File: config.mk
export PLATFORM = sky130hd
export DESIGN_NAME = host_slave_mux_ctrl
export DESIGN_NICKNAME = d
export VERILOG_FILES = /design/src/rtl/host_slave_mux_pkg.sv /design/src/rtl/port_rst_stretch.sv /design/src/rtl/host_slave_mux_ctrl.sv
export SDC_FILE = /design/constraint.sdc
export NUM_CORES = 1
export LEC_CHECK = 0
export ABC_AREA = 1
export CELL_PAD_IN_SITES_DETAIL_PLACEMENT = 1
export CELL_PAD_IN_SITES_GLOBAL_PLACEMENT = 1
export CORE_MARGIN = 5
export CORE_UTILIZATION = 35
export DETAILED_ROUTE_END_ITERATION = 12
export PLACE_DENSITY = 0.76
export SLEW_MARGIN = 20
export SYNTH_ARGS = -nofsm -noshare
export SYNTH_HDL_FRONTEND = slang
export SYNTH_HIERARCHICAL = 1
export SYNTH_SLANG_ARGS = --single-unit
File: constraint.sdc
create_clock -name busClk -period 1.4 [get_ports busClk]
set_input_delay 0.21 -clock busClk [delete_from_list [all_inputs] [get_ports busClk]]
set_output_delay 0.21 -clock busClk [all_outputs]
set_load 0.1 [all_outputs]
File: src/rtl/host_slave_mux_pkg.sv
// Shared constants and helpers for the host/slave mode controller.
// Register map, default version value and the reset counter width function.
package host_slave_mux_pkg;

  localparam logic [1:0] MODE_ADDR    = 2'd0;
  localparam logic [1:0] RST_ADDR     = 2'd1;
  localparam logic [1:0] CHGCNT_ADDR  = 2'd2;
  localparam logic [1:0] VERSION_ADDR = 2'd3;

  localparam logic [7:0] DEFAULT_VERSION = 8'h23;

  // Smallest width that can hold values 0..value-1.
  function automatic int unsigned clog2(input int unsigned value);
    int unsigned width;
    width = 32'd0;
    for (int unsigned i = 32'd0; i < 32'd31; i++) begin
      if ((32'd1 << i) < value) begin
        width = i + 32'd1;
      end
    end
    return width;
  endfunction

endpackage

File: src/rtl/port_rst_stretch.sv
// One port's soft-reset stretcher: a reloadable down-counter with a registered
// active-high reset output that is high while the count is non-zero.
module port_rst_stretch
  import host_slave_mux_pkg::*;
#(
  parameter int RST_LEN = 6
) (
  input  logic busClk,
  input  logic rstSyncToBusClk,
  input  logic trigger,
  output logic portRst
);

  localparam int unsigned CW = clog2(RST_LEN + 1);
  localparam logic [CW-1:0] LOAD = CW'(RST_LEN);

  logic [CW-1:0] count_q, count_d;
  logic          rst_q, rst_d;

  // Next count: a trigger always reloads, so a retrigger can only extend the reset.
  always_comb begin
    count_d = count_q;
    if (trigger) begin
      count_d = LOAD;
    end else if (count_q != {CW{1'b0}}) begin
      count_d = count_q - CW'(1);
    end else begin
      count_d = count_q;
    end
    rst_d = (count_d != {CW{1'b0}});
  end

  // Counter and output flag; reset reloads so every port gets a full-length reset.
  always_ff @(posedge busClk or posedge rstSyncToBusClk) begin
    if (rstSyncToBusClk) begin
      count_q <= LOAD;
      rst_q   <= 1'b1;
    end else begin
      count_q <= count_d;
      rst_q   <= rst_d;
    end
  end

  assign portRst = rst_q;

endmodule

File: src/rtl/host_slave_mux_ctrl.sv
// Bus-side register window holding per-port host/slave mode bits, a mode change
// counter and a version register; drives one reset stretcher per port.
module host_slave_mux_ctrl
  import host_slave_mux_pkg::*;
#(
  parameter int         NUM_PORTS = 2,
  parameter int         RST_LEN   = 6,
  parameter logic [7:0] VERSION   = DEFAULT_VERSION
) (
  input  logic                 busClk,
  input  logic                 rstSyncToBusClk,
  input  logic [7:0]           dataIn,
  input  logic [1:0]           address,
  input  logic                 writeEn,
  input  logic                 strobe_i,
  input  logic                 hostSlaveMuxSel,
  output logic [7:0]           dataOut,
  output logic                 ack_o,
  output logic [NUM_PORTS-1:0] hostMode,
  output logic [NUM_PORTS-1:0] portRst
);

  logic [NUM_PORTS-1:0] hostMode_q, hostMode_d;
  logic [7:0]           chgcnt_q, chgcnt_d;
  logic                 ack_q, ack_d;
  logic                 access_s, wr_s, mode_wr_s, rst_wr_s, cnt_wr_s;
  logic [NUM_PORTS-1:0] mode_chg_s, trigger_s, portRst_s;
  logic                 unused_data_s;

  // Only the low NUM_PORTS data bits carry meaning for MODE and RESET.
  assign unused_data_s = ^dataIn;

  // Register decode, change detection and next-state for MODE/CHGCNT/ack.
  always_comb begin
    access_s   = strobe_i & hostSlaveMuxSel;
    wr_s       = access_s & writeEn;
    mode_wr_s  = wr_s & (address == MODE_ADDR);
    rst_wr_s   = wr_s & (address == RST_ADDR);
    cnt_wr_s   = wr_s & (address == CHGCNT_ADDR);
    hostMode_d = hostMode_q;
    mode_chg_s = {NUM_PORTS{1'b0}};
    if (mode_wr_s) begin
      hostMode_d = dataIn[NUM_PORTS-1:0];
      mode_chg_s = dataIn[NUM_PORTS-1:0] ^ hostMode_q;
    end else begin
      hostMode_d = hostMode_q;
      mode_chg_s = {NUM_PORTS{1'b0}};
    end
    if (rst_wr_s) begin
      trigger_s = mode_chg_s | dataIn[NUM_PORTS-1:0];
    end else begin
      trigger_s = mode_chg_s;
    end
    if (cnt_wr_s) begin
      chgcnt_d = 8'h00;
    end else if (|mode_chg_s) begin
      chgcnt_d = chgcnt_q + 8'h01;
    end else begin
      chgcnt_d = chgcnt_q;
    end
    ack_d = access_s;
  end

  // Mode, change counter and acknowledge registers.
  always_ff @(posedge busClk or posedge rstSyncToBusClk) begin
    if (rstSyncToBusClk) begin
      hostMode_q <= {NUM_PORTS{1'b0}};
      chgcnt_q   <= 8'h00;
      ack_q      <= 1'b0;
    end else begin
      hostMode_q <= hostMode_d;
      chgcnt_q   <= chgcnt_d;
      ack_q      <= ack_d;
    end
  end

  for (genvar p = 0; p < NUM_PORTS; p++) begin : g_port
    port_rst_stretch #(
      .RST_LEN(RST_LEN)
    ) u_stretch (
      .busClk         (busClk),
      .rstSyncToBusClk(rstSyncToBusClk),
      .trigger        (trigger_s[p]),
      .portRst        (portRst_s[p])
    );
  end

  // Read mux, independent of strobe.
  always_comb begin
    dataOut = 8'h00;
    case (address)
      MODE_ADDR:    dataOut[NUM_PORTS-1:0] = hostMode_q;
      RST_ADDR:     dataOut[NUM_PORTS-1:0] = portRst_s;
      CHGCNT_ADDR:  dataOut = chgcnt_q;
      VERSION_ADDR: dataOut = VERSION;
      default:      dataOut = 8'h00;
    endcase
  end

  assign ack_o    = ack_q;
  assign hostMode = hostMode_q;
  assign portRst  = portRst_s;

endmodule

# Word level (Yosys, flattened, before mapping)
# Cells that the tools add are included.
# totals
ff_bits,19
input_bits,15
out_inout_bits,13
wordCells,37
# classes
addsub,3
eq_ne,3
n_mux,10
n_bitwise,7
reduce_logical,7
# op_table
operator,count
8-bit two-way mux,2
3-bit two-way mux,4
6-bit case mux with 2 select lines,1
3-bit nonzero test,4
"8-bit by 1-bit adder with 8-bit output, second input constant",1
2-bit case mux with 4 select lines,1
"3-bit by 1-bit subtractor with 3-bit output, second input constant",2
1-bit AND,5
"2-bit == test, second input constant",2
2-bit two-way mux,2
"2-bit by 1-bit == test with 1-bit output, second input constant",1
2-bit zero test,1
2-bit bitwise OR,1
2-bit nonzero test,1
2-bit OR reduction,1
2-bit XOR,1

# Logic depth before layout (Yosys ltp)
# Gate-level depths: netlist (run 1).
# logic_depth
word_depth,8
ltp_mapped,10
mapped_depth_nobuf,9

# Modules after synthesis
# Netlist (run 1), hierarchy kept.
# modules_own_cells
module,n_inst,cells_per_inst,area_each_um2,seq_area_each_um2
host_slave_mux_ctrl,1,112,803.3,275.3
port_rst_stretch,2,26,217.7,103.8

# Worst setup path after synthesis (run 1)
# No wires, ideal clock.
# synth_path
path_type,register -> output
startpoint,"register hostMode_q[0], in the netlist hostMode[0]"
endpoint,output port dataOut[0]
arrival_time_ns,3.198
t_required_ns,1.190
setup_slack_ns,-2.008
path_stages_with_launch,3
n_path_buf,0
path_cell_list,dfrtp_1 -> inv_1 -> o21ai_0
# synth_via
elab_chain_len,1
# synth_rtl
element,line_no,text
from (decl),host_slave_mux_ctrl.sv:23,"logic [NUM_PORTS-1:0] hostMode_q, hostMode_d;"
from (signal assigned),host_slave_mux_ctrl.sv:67,hostMode_q <= {NUM_PORTS{1'b0}};
from (signal assigned),host_slave_mux_ctrl.sv:71,hostMode_q <= hostMode_d;
2-bit case mux with 4 select lines,host_slave_mux_ctrl.sv:91,case (address)
to (decl),host_slave_mux_ctrl.sv:17,"output logic [7:0] dataOut,"
# Every way passes these cells.

# Worst setup path in the final report (run 1)
# layout_path
startpoint,register g_port[1].u_stretch.rst_q
endpoint,output port dataOut[1]
# layout_via
elab_chain_len,1
# layout_rtl
element,line_no,text
from (decl),port_rst_stretch.sv:18,"logic rst_q, rst_d;"
from (signal assigned),port_rst_stretch.sv:40,rst_q <= rst_d;
2-bit case mux with 4 select lines,host_slave_mux_ctrl.sv:91,
# Every way passes these cells.

==> flow_summary.yaml, run 1 <==
status:
  outcome: "complete, but fails checks"
  violations: "negative setup slack"
layout:
  final_cell_mix: "inv_1 (32), buf_4 (32), nand2_1 (28), nand3_1 (15), buf_12 (14)"
  num-nets-final: 242
  drive_gt1_share_pct: 44.75
  design_area_mm2: 0.002062
  antennaDiodeCount: 0
  final_util_pct: 60.83
  area_growth_pct: 66.46
worst_setup_path:
  reg2reg_setup_slack_ns: 0.02
  end_kind: "primary output"
  critical_path.max_fanout: 2
  crit_type: "reg -> out"
  r2r_start: "g_port[0].u_stretch/count_q[1]$_DFF_PP1_"
  cp.arrival_ns: 1.37
  crit_path_start_kind: "register"
  worstPathRequired_ns: 1.19
  rr_worst_depth: 7
  reg2reg_to: "g_port[0].u_stretch/count_q[0]$_DFF_PP0_"
synth:
  synth_top_family_by_area: "simple AND/OR/NAND/NOR gates"
  yosysTopAreaCell: "dfrtp_1"
  ys_seq_area_share_pct: 38.99
  synth_top_area_share_pct: 26.26
  synth_top_cells_by_area: "dfrtp_1 (26%), dfstp_2 (13%), inv_1 (10%), nand2_1 (9.4%), ha_1 (7.1%)"
  synth_nets: 186
  synth_fa_ha_area_share_pct: 7.071
  synth.area.mux_share_pct: 0
  synthDistinctLibCells: 20
  netlist_area_mm2: 0.001239
  ys_seq_elements: 19
  avgSynthCellArea_um2: 7.553
  synth_compound_area_share_pct: 4.848
  synthSimpleGateAreaFrac_pct: 33.13
  synthCells: 164
  yosysWarnings: 6
  synthXorXnorAreaFrac_pct: 2.828
clock_tree:
  cts_tree: "done"
  clock-sinks: 19
  numCtsBuffers: 3
  cts_buffer_depth: 2
  clkTransAtPathRegs_ns: 0.13
  htreeDepth: 1
  cts-root-buf: "clkbuf_4"
  holdBufCountCts: 0
  clk_latency_ns: 0.32
routing:
  drtIter0Drc: 49
  num_vias: 1288
  drt-total-wl_um: 4307
  viasPerCell: 4.860
  final_antenna_net_count: 0
  first_pass_iters: 3
  wl_per_cell_um: 16.25
  drc: 0
sta:
  finalSetupViolCount: 7
  max_freq_ghz: 0.6323
  period_minus_slack_ns: 1.581
  hold_slack_ns: 0.1520
  finalHoldViolations: 0
  worst_pin_slew_ns: 0.5151
  rsz0062_at_grt: "yes"
  report.final.slew_viol_count: 0
  slew_headroom_pct: 65.62
  layout_setup_ws_ns: -0.1814
  finClkSkew_ns: 0.01309
  finalSetupTns_ns: -0.5539
  fin_crit_sh_pct: 113.0
floorplanning:
  core_mm2: 0.003390
  start_util_pct: 36.54
  io_pins: 28
  fp.dieW_um: 69.49
  die_h_um: 69.49
  rows: 21
  dieArea_mm2: 0.004829
flow_run:
  max_cap_viol_count: 0
place:
  placed_cell_area_mm2: 0.001862
  dp_slack_ns: -0.3116
  port_buffers: 21
  gp_congestion: 0.7843
  hpwl_um: 2886
grt:
  antenna_found_initial: 0
  grt_util_all_layers_pct: 16.00
  grt_pass1_vias: 1393
  grt_pass1_wl_um: 6410
  grt_overflow: 0
  grt_max_degree: 13
power:
  irDropWorstVdd_mv: 1.059
  power.leakage_uw: 0.001030
  p_per_area_mw_per_mm2: 1415
min_path:
  holdCritPathClass: "in -> async"
-- final cells by class --
type / count / area, um2
Timing Repair Buffer: 54 / 598.1
Tap cell: 46 / 57.56
Inverter: 36 / 135.1
Sequential cell: 19 / 495.5
Multi-Input combinational cell: 106 / 748.2
Clock buffer: 3 / 22.52
Clock inverter: 1 / 5.005
Fill cell: 394 / 1328
-- cells in the mapped netlist (all sizes together) --
cell   count
dfstp      6
nand4      9
a21oi      4
nand3     18
inv       36
xor2       4
o21ai      8
dfrtp     13
buf        3
nor2      21
ha         7
nand2     35
-- per-layer routing --
metal  wire length [um]  share of wire, %  track usage (%)  vias up
li1                   -                 -                -      619
met1               1691                39            17.75      647
met2               2457                57            31.78       16
met3                 77               1.8            2.609        6
met4                 80               1.9            2.603        0
met5                  0                 0                0        -
-- per-stage QoR --
step,instances,total power (uW)
6_report,265,2918
5_1_grt,265,3080
4_1_cts,256,2691
3_5_place_dp,248,2342
3_3_place_gp,248,2248
2_1_floorplan,164,1824
-- worst max-delay path by stage --
stage / start / end / slack, ns / depth (start not counted)
floorplan: g_port[1].u_stretch/portRst$_DFF_PP1_ / dataOut[1] / -0.26 / 2
global placement: address[1] / dataOut[0] / -0.22 / 7
detailed placement: strobe_i / g_port[1].u_stretch/portRst$_DFF_PP1_ / -0.31 / 8
CTS: g_port[1].u_stretch/portRst$_DFF_PP1_ / dataOut[1] / -0.18 / 3
global route: g_port[1].u_stretch/portRst$_DFF_PP1_ / dataOut[1] / -0.22 / 3
finish: g_port[1].u_stretch/portRst$_DFF_PP1_ / dataOut[1] / -0.18 / 3
-- kinds of logic (layout without fill, tap and decap cells) --
group	count (synthesis)	after routing
AOI/OAI and AO/OA	12	12
xor gates and xnor gates	4	4
adders and majority gates	7	7
buffers and inverters	39	94
DFF	19	19
and+or+nand+nor	83	83
-- where the power goes --
part / internal, uW / total (uW) / switching [uW]
registers: 765 / 892 / 128
clock network: 107 / 303 / 196
logic: 671 / 1720 / 1050
total: 1540 / 2920 / 1380
-- registers in the layout, summed over array words and instances (netlist names) --
name                      cells
ack_o                         1
g_port.u_stretch/portRst      2
chgcnt_q                      8
hostMode                      2
g_port.u_stretch/count_q      6
-- worst max-delay path: stages (launching register included) --
cell     delay [ns]
dfstp_4        0.66
a21oi_4        0.06
o21ai_4        0.14
buf_12         0.19
-- what timing repair did --
item	CTS	global route
pin swaps	2	8
buffers inserted	4	9
endpoints found under the setup margin	11	12
resized for setup	11	15
cloned	0	0
(Power assumes the default switching activity.)
==> run 2, diff against run 1 <==
--- a/config.mk
+++ b/config.mk
@@ -9,9 +9,9 @@
 export CELL_PAD_IN_SITES_DETAIL_PLACEMENT = 1
 export CELL_PAD_IN_SITES_GLOBAL_PLACEMENT = 1
 export CORE_MARGIN = 5
-export CORE_UTILIZATION = 35
+export CORE_UTILIZATION = 38
 export DETAILED_ROUTE_END_ITERATION = 12
-export PLACE_DENSITY = 0.76
+export PLACE_DENSITY = 0.81
 export SLEW_MARGIN = 20
 export SYNTH_ARGS = -nofsm -noshare
 export SYNTH_HDL_FRONTEND = slang
==> constraint.sdc (replaced) <==
create_clock -name busClk -period 1.9 [get_ports busClk]
set_input_delay 0.285 -clock busClk [delete_from_list [all_inputs] [get_ports busClk]]
set_output_delay 0.285 -clock busClk [all_outputs]
set_load 0.1 [all_outputs]
==> run 2 against run 1 <==
  * The flow now finishes without violations
  * Clock power decreased by 31%
  * Clock skew decreased by 0.012 ns
  * First-iteration DRC count decreased by 20%
  * Largest power group unchanged
==> flow_summary.yaml, run 2 (synthesized netlist as in run 1, its figures left out) <==
floorplanning:
  rows: 20
  io_pins: 28
  dieArea_mm2: 0.004502
  start_util_pct: 40.24
  core_mm2: 0.003078
  fp.dieW_um: 67.10
  die_h_um: 67.10
routing:
  wl_met3_um: 74
  wl_met1_um: 1309
  drc: 0
  final_antenna_net_count: 0
  wl_met2_um: 1873
  num_vias: 1141
  viasPerCell: 4.855
  wl_per_cell_um: 14.03
  maxUsedRoutingLayer: "met4"
  first_pass_iters: 4
  drt-total-wl_um: 3297
  drtIter0Drc: 39
sta:
  finalSetupTns_ns: 0
  finalSetupViolCount: 0
  slew_headroom_pct: 68.59
  max_freq_ghz: 0.5584
  rsz0062_at_grt: "no"
  fin_crit_sh_pct: 94.26
  report.final.slew_viol_count: 0
  worst_pin_slew_ns: 0.4706
  finalHoldViolations: 0
  finClkSkew_ns: 0.0007385
  period_minus_slack_ns: 1.791
clock_tree:
  cts_tree: "done"
  clk_latency_ns: 0.30
  numCtsBuffers: 3
  cts_buffer_depth: 2
  htreeDepth: 1
  cts_resized: 0
  cts-root-buf: "clkbuf_4"
  holdBufCountCts: 0
  clock-sinks: 19
  post_cts_buffers: 0
  clkTransAtPathRegs_ns: 0.11
power:
  power.leakage_uw: 0.0008674
  clockPowerShare_pct: 11.6
  combPwrFrac_pct: 53.3
  pwr-share-seq_pct: 35.1
  total_power_uw: 1808
  swShare_pct: 46.82
  irDropWorstVdd_mv: 0.7416
  p_switching_uw: 846.7
  p_int_uw: 961.8
  p_per_area_mw_per_mm2: 1091
worst_setup_path:
  reg2reg_to: "g_port[0].u_stretch/portRst$_DFF_PP1_"
  r2r_start: "g_port[0].u_stretch/count_q[1]$_DFF_PP1_"
  reg2reg_setup_slack_ns: 0.50
  rr_worst_depth: 7
  crit_type: "in -> out"
  crit_path_start_kind: "input port"
  cp.arrival_ns: 1.51
  critical_path.max_fanout: 5
  end_kind: "primary output"
  worstPathRequired_ns: 1.62
flow_run:
  max_cap_viol_count: 0
layout:
  largest_reg_flops: 8
  final_common_cell: "inv_1"
  final_util_pct: 53.86
  antennaDiodeCount: 0
  final_cell_mix: "inv_1 (34), nand2_1 (31), nand3_1 (16), nor2_1 (14), dfrtp_1 (13)"
  area_growth_pct: 33.84
  reg_top3: "chgcnt_q (8), g_port.u_stretch/count_q (6)"
  drive_gt1_share_pct: 23.04
  largest-register: "chgcnt_q"
  num-nets-final: 214
grt:
  grt_max_degree: 18
  antenna_found_initial: 0
  grt_pass1_vias: 1301
  grt_util_all_layers_pct: 16.74
  grt_overflow: 0
  grt_pass1_wl_um: 5664
place:
  hpwl_um: 2654
  port_buffers: 21
  gp_congestion: 0.8075
status:
  outcome: "complete, no violations"
min_path:
  holdCritPathClass: "in -> async"
[run 2: changes by cell type in the layout (fill, tap and decap cells not counted), moves of 4 or more]
cell	before	now
buf_12	14	10
buf_4	32	8
ha_1	2	7
nor2_1	7	14
nor2_4	7	0
[run 2: through the flow]
step / hold slack [ns] / cell area (um2) / cells / setup slack [ns]
after global routing: 0.2297 / 1658 / 235 / 0.02058
after floorplan: 0.04890 / 1264 / 164 / -0.1336
final: 0.2048 / 1658 / 235 / 0.1090
after global placement: 0.5367 / 1632 / 231 / 0.08157
after CTS: 0.1965 / 1658 / 235 / 0.03480
after detailed placement: 0.5452 / 1632 / 231 / 0.02264
[run 2: per-layer routing]
| layer | global-route usage [%] | up-vias |
|---|---|---|
| li1 | - | 559 |
| met2 | 33.74 | 11 |
| met3 | 2.698 | 5 |
| met1 | 17.15 | 566 |
| met5 | 0 | - |
| met4 | 4.810 | 0 |
[run 2: power groups by stage]
stage               Sequential (uW)  Combinational (uW)  Clock (uW)
floorplan                       816                 502           0
global placement                632                 926           0
detailed placement              645                 977           0
CTS                             637                 983         225
global route                    651                1050         245
finish                          635                 963         210
[run 2: critical path: stages]
cell             delay, ns
clkdlybuf4s50_1       0.46
inv_2                 0.14
nand2_1               0.17
nor2_1                0.24
buf_12                0.21
[run 2: worst max path at each step]
stage / startpoint / to / slack, ns / cells after the start
floorplan: address[0] / dataOut[2] / -0.13 / 3
global placement: address[1] / dataOut[0] / 0.08 / 6
detailed placement: strobe_i / chgcnt_q[7]$_DFFE_PP0P_ / 0.02 / 8
CTS: address[1] / dataOut[0] / 0.03 / 6
global route: address[0] / dataOut[6] / 0.02 / 5
finish: address[0] / dataOut[4] / 0.11 / 5
[run 2: final cells by class]
type,count,area [um2]
multi-input combinational,106,618.1
timing repair buffer,26,340.3
tap,44,55.05
clock buffer,4,26.28
inverter,36,135.1
fill,400,1420
sequential,19,483.0
==> run 3, diff against run 2 <==
--- a/config.mk
+++ b/config.mk
@@ -10,6 +10,7 @@
 export CELL_PAD_IN_SITES_GLOBAL_PLACEMENT = 1
 export CORE_MARGIN = 5
 export CORE_UTILIZATION = 38
+export CTS_CLUSTER_SIZE = 14
 export DETAILED_ROUTE_END_ITERATION = 12
 export PLACE_DENSITY = 0.81
 export SLEW_MARGIN = 20
==> results of run 3 <==
Final layout, timing and power as in run 2 (identical DEF).
